<file path="config.mk">
export PLATFORM = sky130hd
export DESIGN_NAME = ez90_commit_flat
export DESIGN_NICKNAME = d
export VERILOG_FILES = /design/src/rtl/ez90_pkg.sv /design/src/rtl/ez90_commit_if.sv /design/src/rtl/ez90_commit.sv /design/src/flat_wrapper.sv
export SDC_FILE = /design/constraint.sdc
export NUM_CORES = 1
export LEC_CHECK = 0
export ABC_AREA = 1
export ABC_CLOCK_PERIOD_IN_PS = 2150
export CORE_MARGIN = 8
export CORE_UTILIZATION = 40
export DETAILED_ROUTE_END_ITERATION = 8
export PLACE_DENSITY_LB_ADDON = 0.12
export SLEW_MARGIN = 20
export SYNTH_ARGS = -nofsm -noshare
export SYNTH_HDL_FRONTEND = slang
export SYNTH_SLANG_ARGS = --single-unit
export TNS_END_PERCENT = 50
</file>
<file path="constraint.sdc">
create_clock -name clk -period 2.15 [get_ports clk]
set_input_delay 0.215 -clock clk [delete_from_list [all_inputs] [get_ports clk]]
set_output_delay 0.215 -clock clk [all_outputs]
set_load 0.005 [all_outputs]
</file>
<file path="src/rtl/ez90_pkg.sv">
// Shared eZ90 definitions used by the retire stage: renamed micro-op layout,
// register-file index widths and the commit-stage state encoding.
package ez90_pkg;

   localparam int EZ90_AREG_W = 5;
   localparam int EZ90_PREG_W = 6;

   typedef struct packed {
      logic [31:0]            pc;
      logic                   rd_valid;
      logic [EZ90_AREG_W-1:0] rd_arch;
      logic [EZ90_PREG_W-1:0] pd;
      logic [EZ90_PREG_W-1:0] pd_old;
   } ez90_uop_rn_t;

   typedef enum logic [1:0] {
      RUN,
      FLUSH,
      TRAP
   } ez90_commit_state_e;

endpackage

</file>
<file path="src/rtl/ez90_commit_if.sv">
// ROB-head / retire / trap bundle between the eZ90 commit stage (slave) and
// the surrounding ROB, rename and CSR logic (master).
interface ez90_commit_if #(
   parameter int INSTRET_W = 64
);
   import ez90_pkg::*;

   logic                   commit_en;
   logic                   head_valid;
   logic                   head_done;
   ez90_uop_rn_t           head_uop;
   logic [5:0]             head_idx;
   logic                   head_has_trap;
   logic [31:0]            head_trap_cause;
   logic                   head_pop;
   logic                   flush;
   logic                   rat_wr_valid;
   logic [EZ90_AREG_W-1:0] rat_wr_arch;
   logic [EZ90_PREG_W-1:0] rat_wr_preg;
   logic                   free_valid;
   logic [EZ90_PREG_W-1:0] free_preg;
   logic                   retire_valid;
   logic [31:0]            retire_pc;
   logic                   trap_valid;
   logic [31:0]            trap_cause;
   logic [31:0]            trap_epc;
   logic                   trap_ready;
   logic [INSTRET_W-1:0]   instret;

   modport master (
      output commit_en, head_valid, head_done, head_uop, head_idx,
             head_has_trap, head_trap_cause, trap_ready,
      input  head_pop, flush, rat_wr_valid, rat_wr_arch, rat_wr_preg,
             free_valid, free_preg, retire_valid, retire_pc,
             trap_valid, trap_cause, trap_epc, instret
   );

   modport slave (
      input  commit_en, head_valid, head_done, head_uop, head_idx,
             head_has_trap, head_trap_cause, trap_ready,
      output head_pop, flush, rat_wr_valid, rat_wr_arch, rat_wr_preg,
             free_valid, free_preg, retire_valid, retire_pc,
             trap_valid, trap_cause, trap_epc, instret
   );

endinterface

</file>
<file path="src/rtl/ez90_commit.sv">
// In-order retire stage: pops completed ROB head entries, updates the
// architectural RAT and free list, and sequences flush + trap hand-off.
module ez90_commit
   import ez90_pkg::*;
#(
   parameter int INSTRET_W    = 64,
   parameter int FLUSH_CYCLES = 2
) (
   input  logic         clk,
   input  logic         rst_n,
   ez90_commit_if.slave bus
);

   localparam logic [3:0]           FLUSH_CNT_INIT = 4'(FLUSH_CYCLES);
   localparam logic [INSTRET_W-1:0] INSTRET_ONE    = INSTRET_W'(1);

   ez90_commit_state_e     state_q, state_d;
   logic [3:0]             flush_cnt_q, flush_cnt_d;
   logic                   flush_q, flush_d;
   logic                   trap_valid_q, trap_valid_d;
   logic [31:0]            trap_cause_q, trap_cause_d;
   logic [31:0]            trap_epc_q, trap_epc_d;
   logic                   retire_valid_q, retire_valid_d;
   logic [31:0]            retire_pc_q, retire_pc_d;
   logic                   rat_wr_valid_q, rat_wr_valid_d;
   logic [EZ90_AREG_W-1:0] rat_wr_arch_q, rat_wr_arch_d;
   logic [EZ90_PREG_W-1:0] rat_wr_preg_q, rat_wr_preg_d;
   logic                   free_valid_q, free_valid_d;
   logic [EZ90_PREG_W-1:0] free_preg_q, free_preg_d;
   logic [INSTRET_W-1:0]   instret_q, instret_d;
   logic                   pop;
   logic                   unused_head_idx;

   // Pop decision is combinational so the ROB sees it in the same cycle.
   assign pop = rst_n && (state_q == RUN) && bus.commit_en
                && bus.head_valid && bus.head_done;
   assign unused_head_idx = ^bus.head_idx;

   always_comb begin
      state_d        = state_q;
      flush_cnt_d    = flush_cnt_q;
      flush_d        = 1'b0;
      trap_valid_d   = 1'b0;
      trap_cause_d   = trap_cause_q;
      trap_epc_d     = trap_epc_q;
      retire_valid_d = 1'b0;
      retire_pc_d    = retire_pc_q;
      rat_wr_valid_d = 1'b0;
      rat_wr_arch_d  = rat_wr_arch_q;
      rat_wr_preg_d  = rat_wr_preg_q;
      free_valid_d   = 1'b0;
      free_preg_d    = free_preg_q;
      instret_d      = instret_q;
      unique case (state_q)
         RUN: begin
            if (pop && bus.head_has_trap) begin
               trap_cause_d = bus.head_trap_cause;
               trap_epc_d   = bus.head_uop.pc;
               flush_cnt_d  = FLUSH_CNT_INIT;
               flush_d      = 1'b1;
               state_d      = FLUSH;
            end else if (pop) begin
               retire_valid_d = 1'b1;
               retire_pc_d    = bus.head_uop.pc;
               rat_wr_valid_d = bus.head_uop.rd_valid;
               rat_wr_arch_d  = bus.head_uop.rd_arch;
               rat_wr_preg_d  = bus.head_uop.pd;
               free_valid_d   = bus.head_uop.rd_valid;
               free_preg_d    = bus.head_uop.pd_old;
               instret_d      = instret_q + INSTRET_ONE;
            end
         end
         FLUSH: begin
            // The counter holds the number of flush cycles still to be shown,
            // including the current one.
            if (flush_cnt_q <= 4'd1) begin
               flush_cnt_d  = 4'd0;
               trap_valid_d = 1'b1;
               state_d      = TRAP;
            end else begin
               flush_cnt_d = flush_cnt_q - 4'd1;
               flush_d     = 1'b1;
            end
         end
         TRAP: begin
            if (bus.trap_ready) begin
               state_d = RUN;
            end else begin
               trap_valid_d = 1'b1;
            end
         end
         default: state_d = RUN;
      endcase
   end

   always_ff @(posedge clk or negedge rst_n) begin
      if (!rst_n) begin
         state_q        <= RUN;
         flush_cnt_q    <= '0;
         flush_q        <= 1'b0;
         trap_valid_q   <= 1'b0;
         trap_cause_q   <= '0;
         trap_epc_q     <= '0;
         retire_valid_q <= 1'b0;
         retire_pc_q    <= '0;
         rat_wr_valid_q <= 1'b0;
         rat_wr_arch_q  <= '0;
         rat_wr_preg_q  <= '0;
         free_valid_q   <= 1'b0;
         free_preg_q    <= '0;
         instret_q      <= '0;
      end else begin
         state_q        <= state_d;
         flush_cnt_q    <= flush_cnt_d;
         flush_q        <= flush_d;
         trap_valid_q   <= trap_valid_d;
         trap_cause_q   <= trap_cause_d;
         trap_epc_q     <= trap_epc_d;
         retire_valid_q <= retire_valid_d;
         retire_pc_q    <= retire_pc_d;
         rat_wr_valid_q <= rat_wr_valid_d;
         rat_wr_arch_q  <= rat_wr_arch_d;
         rat_wr_preg_q  <= rat_wr_preg_d;
         free_valid_q   <= free_valid_d;
         free_preg_q    <= free_preg_d;
         instret_q      <= instret_d;
      end
   end

   assign bus.head_pop     = pop;
   assign bus.flush        = flush_q;
   assign bus.rat_wr_valid = rat_wr_valid_q;
   assign bus.rat_wr_arch  = rat_wr_arch_q;
   assign bus.rat_wr_preg  = rat_wr_preg_q;
   assign bus.free_valid   = free_valid_q;
   assign bus.free_preg    = free_preg_q;
   assign bus.retire_valid = retire_valid_q;
   assign bus.retire_pc    = retire_pc_q;
   assign bus.trap_valid   = trap_valid_q;
   assign bus.trap_cause   = trap_cause_q;
   assign bus.trap_epc     = trap_epc_q;
   assign bus.instret      = instret_q;

endmodule
</file>
<file path="src/flat_wrapper.sv">
// flat-port wrapper written by rule: the top's interface ports become plain ports
module ez90_commit_flat import ez90_pkg::*;
#(
   parameter int INSTRET_W    = 64,
   parameter int FLUSH_CYCLES = 2
)
  (clk, rst_n, bus_commit_en, bus_head_valid, bus_head_done, bus_head_uop, bus_head_idx, bus_head_has_trap, bus_head_trap_cause, bus_trap_ready, bus_head_pop, bus_flush, bus_rat_wr_valid, bus_rat_wr_arch, bus_rat_wr_preg, bus_free_valid, bus_free_preg, bus_retire_valid, bus_retire_pc, bus_trap_valid, bus_trap_cause, bus_trap_epc, bus_instret);
  ez90_commit_if #(.INSTRET_W(INSTRET_W)) bus_i ();
  input  logic clk;
  input  logic rst_n;
  input wire logic [$bits(bus_i.commit_en)-1:0] bus_commit_en;
  input wire logic [$bits(bus_i.head_valid)-1:0] bus_head_valid;
  input wire logic [$bits(bus_i.head_done)-1:0] bus_head_done;
  input wire logic [$bits(bus_i.head_uop)-1:0] bus_head_uop;
  input wire logic [$bits(bus_i.head_idx)-1:0] bus_head_idx;
  input wire logic [$bits(bus_i.head_has_trap)-1:0] bus_head_has_trap;
  input wire logic [$bits(bus_i.head_trap_cause)-1:0] bus_head_trap_cause;
  input wire logic [$bits(bus_i.trap_ready)-1:0] bus_trap_ready;
  output wire logic [$bits(bus_i.head_pop)-1:0] bus_head_pop;
  output wire logic [$bits(bus_i.flush)-1:0] bus_flush;
  output wire logic [$bits(bus_i.rat_wr_valid)-1:0] bus_rat_wr_valid;
  output wire logic [$bits(bus_i.rat_wr_arch)-1:0] bus_rat_wr_arch;
  output wire logic [$bits(bus_i.rat_wr_preg)-1:0] bus_rat_wr_preg;
  output wire logic [$bits(bus_i.free_valid)-1:0] bus_free_valid;
  output wire logic [$bits(bus_i.free_preg)-1:0] bus_free_preg;
  output wire logic [$bits(bus_i.retire_valid)-1:0] bus_retire_valid;
  output wire logic [$bits(bus_i.retire_pc)-1:0] bus_retire_pc;
  output wire logic [$bits(bus_i.trap_valid)-1:0] bus_trap_valid;
  output wire logic [$bits(bus_i.trap_cause)-1:0] bus_trap_cause;
  output wire logic [$bits(bus_i.trap_epc)-1:0] bus_trap_epc;
  output wire logic [$bits(bus_i.instret)-1:0] bus_instret;
  assign bus_i.commit_en = bus_commit_en;
  assign bus_i.head_valid = bus_head_valid;
  assign bus_i.head_done = bus_head_done;
  assign bus_i.head_uop = bus_head_uop;
  assign bus_i.head_idx = bus_head_idx;
  assign bus_i.head_has_trap = bus_head_has_trap;
  assign bus_i.head_trap_cause = bus_head_trap_cause;
  assign bus_i.trap_ready = bus_trap_ready;
  assign bus_head_pop = bus_i.head_pop;
  assign bus_flush = bus_i.flush;
  assign bus_rat_wr_valid = bus_i.rat_wr_valid;
  assign bus_rat_wr_arch = bus_i.rat_wr_arch;
  assign bus_rat_wr_preg = bus_i.rat_wr_preg;
  assign bus_free_valid = bus_i.free_valid;
  assign bus_free_preg = bus_i.free_preg;
  assign bus_retire_valid = bus_i.retire_valid;
  assign bus_retire_pc = bus_i.retire_pc;
  assign bus_trap_valid = bus_i.trap_valid;
  assign bus_trap_cause = bus_i.trap_cause;
  assign bus_trap_epc = bus_i.trap_epc;
  assign bus_instret = bus_i.instret;
  ez90_commit #(.INSTRET_W(INSTRET_W), .FLUSH_CYCLES(FLUSH_CYCLES)) u_core (.clk(clk), .rst_n(rst_n), .bus(bus_i));
endmodule
</file>
### After elaboration in Yosys (flattened, before gate mapping)

Index checks and enable logic that the tools add are counted.

| word-level totals | value |
|---|---|
| register bits after elaboration | 187 |
| latch bits | 0 |
| bits in writable memories | 0 |
| bits in read-only memories | 0 |
| word-level logic and storage cells | 52 |
| memories | 0 |

| operators by class | value |
|---|---|
| $add $sub $neg | 2 |
| multipliers | 0 |
| divide/modulo/power cells | 0 |
| magnitude comparators | 1 |
| equality and inequality tests | 5 |
| shift operators | 0 |
| muxes and demuxes | 19 |
| bitwise logic cells | 1 |
| reduce and logical (&&, ||, !) cells | 11 |

Operator list:

| operator | number |
|---|---|
| adder 64 x 1 -> 64 bit, second input constant | 1 |
| two-way mux 1 bit | 10 |
| two-way mux 4 bit | 2 |
| one-hot mux 4 bit (2 select lines) | 1 |
| two-way mux 2 bit | 3 |
| one-hot mux 2 bit (3 select lines) | 1 |
| AND reduction 3 bit | 2 |
| logical AND 1 bit | 5 |
| <= comparator 4 x 1 -> 1 bit, second input constant | 1 |
| != test 2 bit, second input constant | 2 |
| one-hot mux 1 bit (2 select lines) | 2 |
| AND reduction 2 bit | 2 |
| subtractor 4 x 1 -> 4 bit, second input constant | 1 |
| equality test 2 x 1 -> 1 bit, second input constant | 1 |
| equality test 2 bit, second input constant | 1 |
| logical NOT 2 bit | 1 |
| != test 2 x 1 -> 1 bit, second input constant | 1 |
| nonzero test 2 bit | 1 |
| inverter 1 bit | 1 |

### Longest topological paths before layout

Gate-level depths: netlist (run 1).

| logic depth | value |
|---|---|
| word-level depth | 8 |
| depth in mapped cells | 12 |
| gate-level depth less buffers | 12 |

### Worst setup path before layout (run 1)

OpenSTA, ideal clock, no wires.

| path | value |
|---|---|
| path kind | register to register |
| from | register u_core.state_q[0] |
| to | register u_core.instret_q[22], in the netlist u_core.bus.instret[22] |
| setup time | 118 ps |
| arrival time | 1542 ps |
| data required time | 2032 ps |
| setup slack | 490 ps |
| stages on the path, launching flop included | 11 |
| period minus slack after synthesis | 1660 ps |
| cell sequence | dfrtp_1 -> inv_1 -> ha_1 -> nand2_2 -> nor2_4 -> nand2_2 -> buf_2 -> nor2_4 -> nand2_1 -> xor2_1 -> inv_1 |

| between the ends | value |
|---|---|
| word-level cells in the longest chain between the ends | 8 |

RTL lines:

| what | line | text |
|---|---|---|
| start, declared | ez90_commit.sv:17 | `ez90_commit_state_e state_q, state_d;` |
| start signal, assigned | ez90_commit.sv:113 | `state_q <= state_d;` |
| logical NOT 2 bit * | ez90_commit.sv:35 | `assign pop = rst_n && (state_q == RUN) && bus.commit_en` |
| logical AND 1 bit * (2 in series) | ez90_commit.sv:35 |  |
| logical AND 1 bit * (2 in series) | ez90_commit.sv:36 | `&& bus.head_valid && bus.head_done;` |
| named net bus_head_pop | flat_wrapper.sv:19 | `output wire logic [$bits(bus_i.head_pop)-1:0] bus_head_pop;` |
| logical AND 1 bit | ez90_commit.sv:56 | `if (pop && bus.head_has_trap) begin` |
| inverter 1 bit (no source line) | n/a |  |
| AND reduction 3 bit (no source line) * | n/a |  |
| end signal, assigned | ez90_commit.sv:126 | `instret_q <= instret_d;` |
| end, declared | ez90_commit.sv:30 | `logic [INSTRET_W-1:0] instret_q, instret_d;` |

Mark *: on every way through the listed nets, which the timed path passes. The rest lies on a longest branch.
A chain may end at the register's enable or synchronous reset.

### Worst setup path in the final report (run 1)

| path | value |
|---|---|
| from | register u_core.state_q[0] |
| to | register u_core.instret_q[41], in the netlist u_core.bus.instret[41] |

| between the ends | value |
|---|---|
| word-level cells in the longest chain between the ends | 8 |

RTL lines:

| what | line |
|---|---|
| logical NOT 2 bit * | ez90_commit.sv:35, ez90_commit.sv:54 |
| logical AND 1 bit (2 in series) | ez90_commit.sv:35 |
| logical AND 1 bit (2 in series) | ez90_commit.sv:36 |
| logical AND 1 bit | ez90_commit.sv:56 |
| inverter 1 bit (no source line) | n/a |
| AND reduction 3 bit (no source line) * | n/a |

Mark *: on every way between the ends. The rest lies on a longest branch, timed or not.

==> impl_metrics.ini, run 1 <==
[clocking]
cts.sinks = 187
insertion_delay_ps = 440
cts-root-buf = clkbuf_16
clk_pin_slew_ps = 70
post_cts_buffers = 0
cts_buffers = 17
cts.path.max_buffers = 2
htreeDepth = 4
tritoncts = built

[die]
io_pins = 278
die-area_um2 = 26330
core_area_um2 = 21020
rows = 53
start_util_pct = 40.72
fp.dieH_um = 162.3
die_w_um = 162.3

[global_routing]
grt_pass1_wl_um = 42240
grt_overflow = 0
grt_max_degree = 117
grt_pass1_vias = 7732
antenna_found_initial = 0
gr-usage-all-layers_pct = 20.41

[place]
portBuffers = 271
routabilityCongestion = 0.8943
dpl_cell_area_um2 = 11650
hpwl_um = 20200

[setup_path]
critical_path.top_delay_family = simple AND/OR/NAND/NOR gates
critical_path_class = flop to flop
cp-endpoint = u_core.bus.instret[41]
reg2reg_from = u_core.state_q[0]
cp_num_buf_inv = 1
cp.required_ps = 2470
cpMaxStageDelayCell = dfrtp_1
slowest_delay_ps = 380
cp_num_cells = 9
worstReg2RegEnd = u_core.bus.instret[41]
worst-r2r-cell-count = 9
crit_arrival_ps = 2320
crit_chain = inv_1 > ha_1 > nand2_2 > nor2_4 > nand2_4 > nor2_2 > nand3_1 > o21ai_0 > nand2_1
end_kind = flop
ff2ff_setup_slack_ps = 150
crit_fanout = 5
critPathLaunchType = flop
critPathLaunch = u_core.state_q[0]

[layout]
layout.nets = 1379
diodes = 0
finalInstanceArea_um2 = 12280
nFillCells = 1850
postLayoutCoreUtil_pct = 58.40
syn2layout_area_growth_pct = 43.43
final_layout_size_suffix_gt1_share_pct = 7.752

[yosys]
synth.avg_cell_area_um2 = 8.577
yosys.area.top_type = dfrtp_1
yosys_register_bits = 187
syn_nets = 1100
synthFlopType = dfrtp_1
yosys_warnings = 0
synthCells = 998
synth_most_common_cell = nand2_1
yosysTopAreaCellShare_pct = 54.67
synth_cell_types = 31
async_flop_share_pct = 100.0
synth-seq-area-share_pct = 54.67
syn_area_um2 = 8559
yosys-top-cells-count = 325 x nand2_1, 187 x dfrtp_1, 110 x nor2_1
ys_top_cells_by_area = dfrtp_1 55%, nand2_1 14%, nor2_1 4.8%
synth-edff-count = 0

[sta]
drv_slew = 0
fin_crit_sh_pct = 93.22
skew_ps = 11.79
layout_min_cycle_time_ps = 2004
relSlewSlack_pct = 56.51
setup_viol = 0
max_freq_ghz = 0.4990
worstMarginPinSlew_ps = 652.3
hold_viol = 0
tns_ps = 0
rsz0062_at_grt = no

[power_and_ir_drop]
combPwrFrac_pct = 29.9
swShare_pct = 28.65
ir_worst_vdd_uv = 573.1
p_leak_nw = 5.642
p_seq_share_pct = 42.2
power_density_nw_per_um2 = 952.7
p_int_mw = 8.345
power.clock.fraction_pct = 27.9
switching_power_mw = 3.351

[route]
routed_via_density = 4.739
finalWirelength_um = 26230
drt-initial-drc-count = 512
wire_per_inst_um = 16.76
dr.pass1.iters = 6
ant_nets = 0
dr_total_vias = 7416
drc = 0

[flow_run]
max_cap_viol_count = 0

[hold_path]
min_path_type = input pin to flop

[run_status]
outcome = completed
## stage by stage
| step | hold slack [ps] | worst slack (ps) | power [mW] | instances |
|---|---|---|---|---|
| after floorplan | -80.59 | 489.9 | 6.050 | 998 |
| after global placement | 346.4 | 104.7 | 8.510 | 1532 |
| after detailed placement | 341.5 | 56.83 | 8.554 | 1532 |
| after CTS | 281.3 | 84.83 | 11.90 | 1565 |
| after global routing | 314.8 | 12.42 | 12.46 | 1565 |
| final | 296.3 | 145.9 | 11.70 | 1565 |
## power by group through the flow
stage	clock network (mW)	registers (mW)	logic, mW
after floorplan	0	5.03	1.02
after global placement	0	4.95	3.56
after detailed placement	0	4.98	3.57
after CTS	3.35	4.95	3.60
after global routing	3.49	5.07	3.91
final	3.26	4.94	3.49
## cells in the final DEF (no fill, tap or decap), types with 7 or more instances in the layout
master,Yosys,layout
o21ai_0,75,75
inv_1,104,104
clkbuf_16,0,17
nand2_1,325,325
dfrtp_1,187,187
mux2_2,32,32
clkdlybuf4s50_1,0,269
nor2_1,110,109
xor2_1,17,17
buf_4,2,9
xnor2_1,15,15
nand4_1,9,9
nand3_1,36,36
nand3b_1,17,17
nor2_2,10,10
nor3_1,7,7
ha_1,7,7
## logic make-up after synthesis
group                      share of synthesized area, %
AOI/OAI and AO/OA                                 5.087
xor gates and xnor gates                          3.274
adders and majority gates                         1.023
buffers and inverters                             6.022
DFF                                               54.67
muxes                                             4.210
and+or+nand+nor                                   25.71
## state kept, by name (all words and copies together) (netlist names)
signal,cells
u_core.bus.instret,64
u_core.bus.retire_pc,32
u_core.bus.free_preg,6
u_core.bus.trap_valid,1
u_core.bus.rat_wr_preg,6
u_core.bus.rat_wr_valid,1
u_core.bus.trap_cause,32
u_core.bus.rat_wr_arch,5
u_core.bus.retire_valid,1
u_core.state_q,2
u_core.bus.trap_epc,32
u_core.bus.flush,1
u_core.flush_cnt_q,4
## worst min-delay path: stages
cell and delay (ps):
clkdlybuf4s50_1 390, inv_1 50, nor2_1 40
## layout make-up
cell class	instances	area, um^2	area share [%]
well taps	275	344.1	2.803
repair buffers	285	2873	23.40
flip-flops and latches	187	4679	38.12
clock inverters	14	180.2	1.468
clock buffers	18	429.2	3.496
multi-input cells	681	3377	27.51
inverters	105	394.1	3.210
## worst min path at each step
stage / endpoint / cells after the start / slack, ps / from
after global routing: u_core.bus.rat_wr_arch[3] / 3 / 310 / bus_head_uop[15]
after floorplan: u_core.bus.flush / 0 / -80 / rst_n
after global placement: u_core.bus.free_preg[3] / 2 / 350 / rst_n
final: u_core.bus.rat_wr_valid / 3 / 300 / bus_head_uop[17]
after CTS: u_core.bus.rat_wr_valid / 3 / 280 / bus_head_uop[17]
after detailed placement: u_core.bus.instret[29] / 2 / 340 / rst_n
## metal layers
| layer | track usage, % | vias to the layer above | part of all wire (%) |
|---|---|---|---|
| li1 | - | 3682 | - |
| met1 | 23.98 | 3436 | 40 |
| met2 | 32.03 | 265 | 45 |
| met3 | 10.33 | 33 | 12 |
| met4 | 6.271 | 0 | 1.9 |
| met5 | 0 | - | 0 |
## what timing repair did
item                                   4_1_cts  5_1_grt
endpoints found under the hold margin       34        0
pin swaps                                    0        1
gates resized for setup                      1        2
hold buffers                                 1        0
setup endpoints to repair                    1        6
No activity file was read; power rests on OpenSTA's default activity.
==> run 2: changes to the inputs <==
--- a/config.mk
+++ b/config.mk
@@ -6,7 +6,7 @@
 export NUM_CORES = 1
 export LEC_CHECK = 0
 export ABC_AREA = 1
-export ABC_CLOCK_PERIOD_IN_PS = 2150
+export ABC_CLOCK_PERIOD_IN_PS = 1800
 export CORE_MARGIN = 8
 export CORE_UTILIZATION = 40
 export DETAILED_ROUTE_END_ITERATION = 8
==> constraint.sdc (replaced) <==
create_clock -name clk -period 1.8 [get_ports clk]
set_input_delay 0.18 -clock clk [delete_from_list [all_inputs] [get_ports clk]]
set_output_delay 0.18 -clock clk [all_outputs]
set_load 0.005 [all_outputs]
==> impl_metrics.ini, run 2 (synthesis gave the netlist of run 1 again) <==
[setup_path]
critical_path_class = flop to flop
worst-r2r-cell-count = 8
critPathLaunchType = flop
reg2reg_from = u_core.state_q[0]
crit_arrival_ps = 2040
ff2ff_setup_slack_ps = 80
crit_fanout = 48
cp.required_ps = 2120
worstReg2RegEnd = u_core.bus.trap_cause[20]
end_kind = flop

[clocking]
htreeDepth = 4
cts-root-buf = clkbuf_16
tritoncts = built
clk_pin_slew_ps = 80
cts.sinks = 187
cts_buffers = 17
insertion_delay_ps = 430
cts.path.max_buffers = 2

[sta]
worstMarginPinSlew_ps = 780.6
setup_viol = 0
skew_ps = 16.36
max_freq_ghz = 0.5810
layout_min_cycle_time_ps = 1721
hold_viol = 0
rsz0062_at_grt = yes
fin_crit_sh_pct = 95.61
drv_slew = 0
relSlewSlack_pct = 47.96

[global_routing]
antenna_found_initial = 0
grt_pass1_vias = 7756
met2_usage_pct = 32.90
grt_pass1_wl_um = 42580
gr-usage-all-layers_pct = 20.68
grt_max_degree = 130
top_usage_layer = met2
grt_overflow = 0
met1_usage_pct = 24.12
grt_use_met3_pct = 9.517

[place]
dp_cells = 1575
portBuffers = 271
hpwl_um = 21040
routabilityCongestion = 0.8906
dpl_cell_area_um2 = 11990

[power_and_ir_drop]
power_mw = 14.36
power_density_nw_per_um2 = 1118
p_leak_nw = 5.930
ir_worst_vdd_uv = 725.3

[route]
ant_nets = 0
dr_total_vias = 7704
wire_per_inst_um = 17.01
finalWirelength_um = 27400
dr.pass1.iters = 5
drc = 0
routed_via_density = 4.782
drt-initial-drc-count = 331

[layout]
mostFrequentLayoutCell = nand2_1
diodes = 0
layout.nets = 1425
final_layout_size_suffix_gt1_share_pct = 13.10
largest_reg_flops = 64
finalInstanceArea_um2 = 12840
final_cell_mix = 321 x nand2_1, 269 x clkdlybuf4s50_1, 187 x dfrtp_1, 101 x inv_1, 95 x nor2_1
final_cells = 1611
syn2layout_area_growth_pct = 49.98

[hold_path]
hold_depth = 3
min_from = bus_head_uop[17]
min_to = u_core.bus.rat_wr_valid
min_path_type = input pin to flop

[die]
start_util_pct = 40.72
core_area_um2 = 21020
die-area_um2 = 26330
io_pins = 278
fp.dieH_um = 162.3
rows = 53
die_w_um = 162.3

[run_status]
outcome = completed

[flow_run]
max_cap_viol_count = 0
## run 2: per-stage QoR
stage | setup slack [ps] | setup TNS (ps) | hold WS, ps | utilization, %
after floorplan | 139.9 | 0 | -115.6 | -
after CTS | 5.844 | 0 | 257.3 | 60.23
after detailed placement | -150.8 | -3753 | 392.2 | 57.02
after global routing | -38.69 | -116.4 | 273.6 | 61.07
final | 78.95 | 0 | 265.8 | 61.07
after global placement | -128.8 | -3061 | 404.7 | 57.02
## run 2: power breakdown
group | switching [mW] | total [mW] | internal (mW)
logic | 1.67 | 4.36 | 2.70
clock network | 1.84 | 4.11 | 2.27
registers | 0.595 | 5.89 | 5.29
total | 4.10 | 14.4 | 10.3
## run 2: final cells by class
type                            instances  area, um^2
Fill cell                            1798        8184
Clock inverter                         15       221.5
Multi-Input combinational cell        681        3511
Clock buffer                           17       425.4
Sequential cell                       187        4679
Inverter                              105       396.6
Tap cell                              275       344.1
Timing Repair Buffer                  331        3259
## run 2: worst max-delay path: stages (launching register included)
cell and delay (ps):
dfrtp_1 370, inv_2 60, ha_4 160, nand2_2 100, nor2_4 40, buf_4 140, nand2_4 90, buf_12 240
mux2_2 360
## run 2: worst max-delay path by stage
| stage | end | from | cells after the start | slack (ps) |
|---|---|---|---|---|
| after floorplan | u_core.bus.instret[22] | u_core.state_q[0] | 10 | 140 |
| after global placement | u_core.bus.instret[58] | bus_head_done | 8 | -130 |
| after detailed placement | u_core.bus.instret[60] | bus_head_valid | 10 | -150 |
| after CTS | u_core.bus.instret[24] | u_core.bus.instret[1] | 11 | 6 |
| after global routing | u_core.bus.instret[60] | u_core.bus.instret[8] | 10 | -40 |
| final | u_core.bus.trap_cause[20] | u_core.state_q[0] | 8 | 80 |
## run 2: metal layers
metal | routed length [um] | vias to the layer above
met3 | 2938 | 33
met4 | 644 | 0
met1 | 11200 | 3632
met5 | 0 | -
li1 | - | 3773
met2 | 12610 | 266
## run 2: what timing repair did
action,in CTS,in global routing
setup endpoints to repair,42,114
pin swaps,2,6
hold endpoints to repair,146,0
setup buffers,1,1
resized for setup,5,43
hold buffers,1,0
gates cloned,0,1
==> run 3: changes to the inputs <==
--- a/config.mk
+++ b/config.mk
@@ -10,7 +10,10 @@
 export CORE_MARGIN = 8
 export CORE_UTILIZATION = 40
 export DETAILED_ROUTE_END_ITERATION = 8
+export HOLD_SLACK_MARGIN = 0.12
+export MAX_ROUTING_LAYER = met4
 export PLACE_DENSITY_LB_ADDON = 0.12
+export SETUP_SLACK_MARGIN = 0.5
 export SLEW_MARGIN = 20
 export SYNTH_ARGS = -nofsm -noshare
 export SYNTH_HDL_FRONTEND = slang
==> impl_metrics.ini, run 3 (synthesis gave the netlist of run 1 again) <==
[layout]
final_cells = 1708
mostFrequentLayoutCell = nand2_1
final_cell_mix = 264 x nand2_1, 218 x clkdlybuf4s50_1, 164 x dfrtp_1, 106 x buf_4, 95 x inv_1
syn2layout_area_growth_pct = 71.36
diodes = 0
final_layout_size_suffix_gt1_share_pct = 31.47
layout.nets = 1522
largest_reg_flops = 64

[flow_run]
max_cap_viol_count = 0

[place]
hpwl_um = 20220
dp_cells = 1560
portBuffers = 271
routabilityCongestion = 0.9588
post-place-ws_ps = -125.7

[power_and_ir_drop]
combPwrFrac_pct = 32.8
swShare_pct = 29.85
power.clock.fraction_pct = 26.7
power_density_nw_per_um2 = 996.0
p_seq_share_pct = 40.5
switching_power_mw = 4.360
p_int_mw = 10.25
p_leak_nw = 7.241
ir_worst_vdd_uv = 751.6

[clocking]
cts.path.max_buffers = 2
clk_pin_slew_ps = 70
tritoncts = built
htreeDepth = 4
insertion_delay_ps = 430
cts.sinks = 187
cts-root-buf = clkbuf_16
cts_buffers = 17

[die]
die-area_um2 = 26330
start_util_pct = 40.72
rows = 53
io_pins = 278
die_w_um = 162.3
fp.dieH_um = 162.3
core_area_um2 = 21020

[sta]
skew_ps = 9.535
worstMarginPinSlew_ps = 647.1
layout_min_cycle_time_ps = 1722
drv_slew = 0
setup_viol = 0
rsz0062_at_grt = yes
setup_ws_ps = 78.02
max_freq_ghz = 0.5807
relSlewSlack_pct = 56.86
hold_viol = 0
fin_crit_sh_pct = 95.67

[setup_path]
crit_fanout = 14
end_kind = flop
cp.required_ps = 2110
critPathLaunchType = flop
critical_path_class = flop to flop
crit_arrival_ps = 2030

[route]
dr_total_vias = 8488
finalWirelength_um = 31680
wire_per_inst_um = 18.55
ant_nets = 0
routed_via_density = 4.970
drc = 0
dr.pass1.iters = 5
drt-initial-drc-count = 431

[run_status]
outcome = completed

[global_routing]
antenna_found_initial = 0
grt_overflow = 0
gr-usage-all-layers_pct = 22.78
grt_max_degree = 118
grt_pass1_wl_um = 45790
grt_pass1_vias = 8557

[hold_path]
min_path_type = input pin to flop
==> run 3: cell count changes in the layout (fill, tap and decap cells not counted), moves of 23 or more <==
cell             previous run  this run
buf_4                      51       106
buf_6                       2        34
clkdlybuf4s50_1           269       218
dfrtp_1                   187       164
dfrtp_2                     0        23
nand2_1                   321       264
nand2_2                     6        34
nand2_4                     2        28
nor2_1                     95        55
nor2_4                     10        37
o21ai_0                    74        11
o21ai_1                     2        56
==> run 3: layer usage <==
layer | GRT usage (%) | share of wire, % | vias up
met3 | 6.682 | 6.9 | 65
met5 | - | 0 | -
met4 | 7.449 | 3.1 | 0
li1 | - | - | 3969
met1 | 25.11 | 38 | 4144
met2 | 38.96 | 52 | 310
==> run 3: worst max-delay path, stage by stage (launching register included) <==
cell       delay, ps
dfrtp_1          410
inv_2             90
ha_4             140
nand2_4           60
nor2_4           160
buf_6            150
nand2_8          110
buf_12           170
clkbuf_16        160
nand2_1           70
o21ai_0           70
==> run 3: repair_timing <==
action	4_1_cts	5_1_grt
cloned	5	8
pin swaps	42	31
setup endpoints to repair	370	421
hold buffers	1	0
hold endpoints to repair	141	0
buffers inserted	74	28
gates resized for setup	286	139
==> run 3: cell type report <==
class | count | area, um^2
clock inverters | 15 | 176.4
clock buffers | 17 | 425.4
multi-input cells | 681 | 4267
repair buffers | 428 | 4345
fillers | 1573 | 6354
inverters | 105 | 401.6
flip-flops and latches | 187 | 4708
well taps | 275 | 344.1
==> run 3: power groups by stage <==
stage          clock network, mW  logic, mW  registers (mW)
3_3_place_gp                   0       4.32            5.89
4_1_cts                     3.96       4.69            5.88
3_5_place_dp                   0       4.35            5.93
5_1_grt                     4.14       5.23            6.06
6_report                    3.90       4.79            5.92
2_1_floorplan                  0       1.32            6.01
==> run 3: through the flow <==
step	TNS, ps	util [%]	hold WS, ps	instance area [um^2]	power, mW
finish	0	69.78	282.3	14670	14.61
detailed placement	-2115	57.01	290.8	11980	10.28
global route	-6.477	69.78	286.6	14670	15.42
CTS	0	65.54	260.2	13780	14.53
global placement	-1302	57.01	296.6	11980	10.20
floorplan	0	-	-115.6	8763	7.331
==> run 3: worst paths after layout <==
kind | depth (start not counted) | slack (ps) | start | end
min in group asynchronous | 3 | 560 | rst_n | u_core.bus.trap_epc[27]
min reg2reg | 2 | 480 | u_core.bus.free_preg[1] | u_core.bus.free_preg[1]
max | 10 | 80 | u_core.state_q[1] | u_core.bus.trap_epc[1]
max in group asynchronous | 3 | 640 | rst_n | u_core.bus.instret[13]
min | 3 | 280 | bus_head_uop[17] | u_core.bus.rat_wr_valid
max reg2reg | 10 | 80 | u_core.state_q[1] | u_core.bus.trap_epc[1]
